$ cat config.mk
export PLATFORM = sky130hd
export DESIGN_NAME = fios_result_collector
export DESIGN_NICKNAME = d
export VERILOG_FILES = /design/src/rtl/fios_result_collector.sv
export SDC_FILE = /design/constraint.sdc
export NUM_CORES = 1
export LEC_CHECK = 0
export ABC_AREA = 0
export CAP_MARGIN = 40
export CORE_MARGIN = 10
export CORE_UTILIZATION = 50
export CTS_CLUSTER_DIAMETER = 50
export DETAILED_ROUTE_END_ITERATION = 16
export PLACE_DENSITY = 0.77
export SLEW_MARGIN = 20
export SYNTH_ARGS = -nofsm -noshare
export SYNTH_HDL_FRONTEND = slang
export SYNTH_SLANG_ARGS = --single-unit
$ cat constraint.sdc
create_clock -name clock_i -period 11.45 [get_ports clock_i]
set_input_delay 2.29 -clock clock_i [delete_from_list [all_inputs] [get_ports clock_i]]
set_output_delay 2.29 -clock clock_i [all_outputs]
set_load 0.02 [all_outputs]
$ cat src/rtl/fios_result_collector.sv
// Tail of the FIOS PE chain: resolves redundant carries, applies the final conditional
// subtraction of p, and presents the reduced result. Optional status flags: FIOS_COLLECT_STATUS_EN.
module fios_result_collector #(
   parameter int NB_WORDS = 8,
   parameter int WORD_W   = 17
) (
   input  logic                         clock_i,
   input  logic                         reset_i,
   input  logic                         res_valid_i,
   input  logic [WORD_W-1:0]            res_word_i,
   input  logic [WORD_W-1:0]            res_carry_i,
   input  logic                         res_last_i,
   input  logic [WORD_W-1:0]            p_word_i,
   output logic [WORD_W*NB_WORDS-1:0]   result_o,
   output logic                         result_valid_o,
   input  logic                         result_ready_i,
   output logic                         busy_o
`ifdef FIOS_COLLECT_STATUS_EN
   ,
   output logic                         err_last_o,
   output logic                         err_overflow_o
`endif
);

   localparam int                CNT_W     = $clog2(NB_WORDS);
   localparam logic [CNT_W-1:0]  LAST_WORD = CNT_W'(NB_WORDS - 1);

   typedef enum logic [1:0] {
      IDLE    = 2'd0,
      COLLECT = 2'd1,
      FINAL   = 2'd2,
      DONE    = 2'd3
   } state_t;

   state_t               state;
   logic [CNT_W-1:0]     cnt;
   logic [WORD_W:0]      carry_acc;
   logic                 borrow;

   // Beats are registered once before being resolved, which sets the two-edge
   // gap between the last beat and result_valid_o.
   logic                 beat_valid;
   logic [WORD_W-1:0]    beat_word;
   logic [WORD_W-1:0]    beat_carry;
   logic                 beat_last;
   logic [WORD_W-1:0]    beat_p;

   logic [WORD_W-1:0]    raw_buf [NB_WORDS];
   logic [WORD_W-1:0]    sub_buf [NB_WORDS];

   logic                 handshake;
   logic                 accept;
   logic                 is_last_word;
   logic                 sel_sub;
   logic [WORD_W+1:0]    sum;
   logic [WORD_W:0]      acc_in;
   logic [WORD_W:0]      acc_next;
   logic [WORD_W:0]      diff;
   logic                 borrow_in;

   assign handshake    = result_valid_o & result_ready_i;
   assign accept       = beat_valid & ((state == IDLE) | (state == COLLECT));
   assign is_last_word = (cnt == LAST_WORD);
   assign sel_sub      = (carry_acc != '0) | ~borrow;

   // NOTE: every variable gets a default at the top of always_comb so no path can infer a latch.
   always_comb begin
      acc_in    = carry_acc;
      borrow_in = borrow;
      if (state == IDLE) begin
         acc_in    = '0;
         borrow_in = 1'b0;
      end
      sum      = {2'b00, beat_word} + {1'b0, acc_in};
      acc_next = {{(WORD_W-1){1'b0}}, sum[WORD_W+1:WORD_W]} + {1'b0, beat_carry};
      diff     = {1'b0, sum[WORD_W-1:0]} - {1'b0, beat_p} - {{WORD_W{1'b0}}, borrow_in};
   end

   // NOTE: the word buffers carry no reset; they are always written before FINAL reads them.
   always_ff @(posedge clock_i) begin
      if (accept) begin
         raw_buf[cnt] <= sum[WORD_W-1:0];
         sub_buf[cnt] <= diff[WORD_W-1:0];
      end
      beat_word  <= res_word_i;
      beat_carry <= res_carry_i;
      beat_last  <= res_last_i;
      beat_p     <= p_word_i;
   end

   // NOTE: sequential state uses non-blocking assignments so every register samples pre-edge values.
   always_ff @(posedge clock_i) begin
      if (reset_i) begin
         state          <= IDLE;
         cnt            <= '0;
         carry_acc      <= '0;
         borrow         <= 1'b0;
         beat_valid     <= 1'b0;
         result_o       <= '0;
         result_valid_o <= 1'b0;
         busy_o         <= 1'b0;
      end else begin
         // A beat presented on the handshake cycle is discarded outright.
         beat_valid <= res_valid_i & ~handshake;
         case (state)
            IDLE, COLLECT: begin
               if (accept) begin
                  carry_acc <= acc_next;
                  borrow    <= diff[WORD_W];
                  busy_o    <= 1'b1;
                  if (is_last_word) begin
                     cnt   <= '0;
                     state <= FINAL;
                  end else begin
                     cnt   <= cnt + CNT_W'(1);
                     state <= COLLECT;
                  end
               end
            end
            FINAL: begin
               for (int i = 0; i < NB_WORDS; i++) begin
                  result_o[i*WORD_W +: WORD_W] <= sel_sub ? sub_buf[i] : raw_buf[i];
               end
               result_valid_o <= 1'b1;
               busy_o         <= 1'b0;
               state          <= DONE;
            end
            DONE: begin
               if (handshake) begin
                  result_valid_o <= 1'b0;
                  carry_acc      <= '0;
                  borrow         <= 1'b0;
                  state          <= IDLE;
               end
            end
            default: state <= IDLE;
         endcase
      end
   end

`ifdef FIOS_COLLECT_STATUS_EN
   logic last_err;
   logic drop;

   assign last_err = accept & (beat_last != is_last_word);
   assign drop     = beat_valid & ((state == FINAL) | (state == DONE));

   always_ff @(posedge clock_i) begin
      if (reset_i) begin
         err_last_o     <= 1'b0;
         err_overflow_o <= 1'b0;
      end else begin
         if (last_err) err_last_o     <= 1'b1;
         if (drop)     err_overflow_o <= 1'b1;
      end
   end
`endif

endmodule

==> key figures <==
Run status
  • Run status: complete, no violations

Floorplan
  • Core footprint: around 36000 sq um
  • I/O pin count: ~190
  • Site Rows: 69
  • Die area: 44300 sq um
  • Horiz. Die Dim: around 210 um
  • Die Y: 210 um
  • Initial Utilization: 0.509

STA
  • Final Critical Period: between 5000 and 6000 ps
  • Final slew viol count: 0
  • Clock skew: 27.5 ps
  • RSZ-0062 raised after global routing: false
  • Fmax: 195 MHz
  • Slew headroom: 0.457
  • Endpoints failing hold: 0
  • Tcrit/Tclk final: 0.449
  • Slew @ Worst Pin: 808 ps
  • Final-report setup violation count: 0
  • Fin Setup TNS: 0 ps

Cells and area
  • # diodes: 0
  • Layout area overhead: 24.4%
  • Final #Nets: 1707
  • Post-Layout Inst Area: about 23000 sq um
  • Number of fill cells in the layout: 2642
  • Layout cells sized above 1: 0.0861

Flow run
  • Max Cap Viol: 0

GRT
  • Number of global-route vias before repair: 11200
  • First-pass GRT wire length: 62.8 mm
  • Grt ovf: 0
  • Initial antenna violation count: 0
  • GRT Overall Usage: 0.180
  • Pin count of the biggest net entering global routing: 61

Critical path
  • Setup crit start: state[1]
  • Crit. End Element: flop
  • Crit path capture: sub_buf[5][14]
  • Critical Path AT: 5560 ps
  • Reg2Reg Setup Slack: 6310 ps
  • Worst-path cell chain: nor2_1, buf_4, nor2b_1, ha_1, and2_4, a221o_1, a221oi_4, a21boi_2, nor2_1, xor2_1, ha_1, inv_1, ha_1, inv_1, or3_1, o21ai_0, nor2_1, xnor2_1, buf_4
  • Slowest cell on crit path: xnor2_1
  • Worst-case reg-to-reg path depth: 19
  • Slowest Stage Delay on Critical Path: 570 ps
  • Crit path required time: 11870 ps
  • Reg2reg start: state[1]
  • Crit Path Max Fanout: 14
  • Critical path launch point type: flop
  • Worst setup path class: flop to flop
  • Worst flop-to-flop path endpoint: sub_buf[5][14]

CTS
  • Clk pin slew, worst setup/hold paths: 60 ps
  • CTS tree: built
  • Worst skew pair latency: 570 ps
  • CTS Sinks: 486
  • CTS buffer count: 50
  • CTS max path bufs: 3
  • Post-CTS Setup Bufs: 0
  • Post-CTS sizing: 0
  • Post-CTS Hold Fix Bufs: 0
  • Clock root cell: clkbuf_16
  • Htree depth: 2

Place
  • Gp weighted congestion: roughly 0.9
  • DP Area: 20800 sq um
  • PortBufs: 192
  • Hpwl dp: 28.8 mm

Yosys
  • #FFs+latches synth: 486
  • Mean Syn Cell Area: 13.3 sq um
  • Unique masters post-synth: 54
  • Net count after synthesis: 1474
  • Post-synth ARST share: 0
  • Primary FF master, synth: edfxtp_1
  • Cell Area, Synth: 18100 sq um
  • Post-synthesis sequential area ratio: 0.687
  • Ys Warns: 0
  • Mapped Cells: about 1400
  • Post-synth EDFFs: 272

Worst hold path
  • Min-delay src: result_o[56]
  • Worst Hold Class: flop to flop

Route
  • Drt first-iter violations: 676
  • DRC errors left: 0
  • Via count: ~11000
  • Wire length per cell: slightly below 20 um
  • Routed Wire Length: 40.9 mm
  • Antenna-violating nets left: 0
  • DR vias/cell: 5.35
  • Drt pass-1 iters: 5

Pwr
  • Clock share of power: 0.409
  • Peak VDD IR: 117 uV
  • Combinational share of power: 0.089
  • Internal power: 0.00300 W
  • Leakage: 7.83 nW
  • PwrDens: 173 nW/um^2
  • Sequential share of power: 0.501
  • Switching power: 0.000892 W
  • Sw Ratio: 0.229
==> worst max-delay path, delay by kind of cell (launching register included) <==
kind / cells / cell delay (ps)
fa+ha+maj: 3 / 950
buf+inv: 4 / 640
simple gates: 6 / 1200
compound gates: 4 / 1140
xor+xnor: 2 / 680
flops: 1 / 380
==> sequential cells by signal (all words and copies together) (netlist names), 2 cells and up <==
name,count
state,2
raw_buf,136
carry_acc,18
beat_p,17
beat_carry,17
result_o,136
cnt,3
sub_buf,136
beat_word,17
==> worst min-delay path by stage <==
stage                   end  slack, ps  depth (start not counted)
2_1_floorplan        borrow        450                          2
6_report       result_o[56]        450                          2
4_1_cts        result_o[40]        460                          2
3_3_place_gp   result_o[93]        430                          2
3_5_place_dp   result_o[29]        440                          2
5_1_grt        result_o[40]        480                          2
==> synth_stat cells, types with 14 or more instances <==
| master | number | area [sq um] |
|---|---|---|
| xnor2_1 | 27 | 236 |
| nor2b_1 | 23 | 144 |
| inv_1 | 43 | 161 |
| clkbuf_1 | 39 | 146 |
| nand2_1 | 167 | 627 |
| dfxtp_1 | 214 | 4280 |
| xor2_1 | 26 | 228 |
| edfxtp_1 | 272 | 8170 |
| ha_1 | 51 | 638 |
| a21oi_1 | 34 | 170 |
| mux2i_1 | 136 | 1360 |
| nor2_1 | 43 | 161 |
| o21ai_0 | 150 | 751 |
| nor3_1 | 14 | 70.1 |
==> power groups by stage <==
stage / sequential [W] / clock (W) / combinational (W)
global placement: 0.00199 / 0 / 0.000304
CTS: 0.00195 / 0.00162 / 0.000335
detailed placement: 0.00199 / 0 / 0.000334
floorplan: 0.00198 / 0 / 0.000184
global route: 0.00195 / 0.00169 / 0.000377
finish: 0.00195 / 0.00159 / 0.000348
==> per-stage QoR <==
stage	hold WS (ps)	worst slack [ps]	power, W	util	cells
6_report	450	6310	0.00389	0.633	2099
5_1_grt	480	5970	0.00402	0.633	2099
4_1_cts	456	5770	0.00391	0.631	2091
3_5_place_dp	442	5800	0.00232	0.584	1997
3_3_place_gp	435	5780	0.00229	0.576	1972
2_1_floorplan	450	6720	0.00217	-	1363
==> layout make-up <==
cell class | count | area, sq um | area share
multi-input cells | 780 | 5340 | 0.237
clock buffers | 78 | 1510 | 0.0669
clock inverters | 16 | 156 | 0.00693
inverters | 43 | 161 | 0.00715
well taps | 461 | 577 | 0.0256
flip-flops and latches | 486 | 12500 | 0.552
repair buffers | 235 | 2370 | 0.105
==> cell families after synthesis <==
family,synth area share
DFF,0.687
xor gates and xnor gates,0.0256
muxes,0.0751
AOI/OAI and AO/OA,0.0809
and+or+nand+nor,0.0695
buffers and inverters,0.0226
adders and majority gates,0.0396
==> placed cells by master, fill, tap and decap left out, types with 8 or more instances in the layout <==
cell type	instances
inv_1	43
nand3_1	11
clkbuf_8	11
a21o_1	11
clkbuf_16	52
a22oi_1	8
nand2_1	167
mux2i_1	136
o21ai_0	150
xor2_1	26
xnor2_1	27
nor2_1	39
edfxtp_1	272
buf_4	24
dfxtp_1	214
clkdlybuf4s50_1	192
a21oi_1	34
nor2b_1	23
ha_1	51
clkbuf_1	15
a211oi_1	8
nor3_1	10
==> routing by layer <==
metal	GRT usage	vias up	routed length, um
li1	-	5374	-
met3	0.0420	70	2940
met2	0.299	316	19700
met5	0	-	0
met4	0.0579	0	1100
met1	0.229	5465	17200
(Power assumes the default switching activity.)
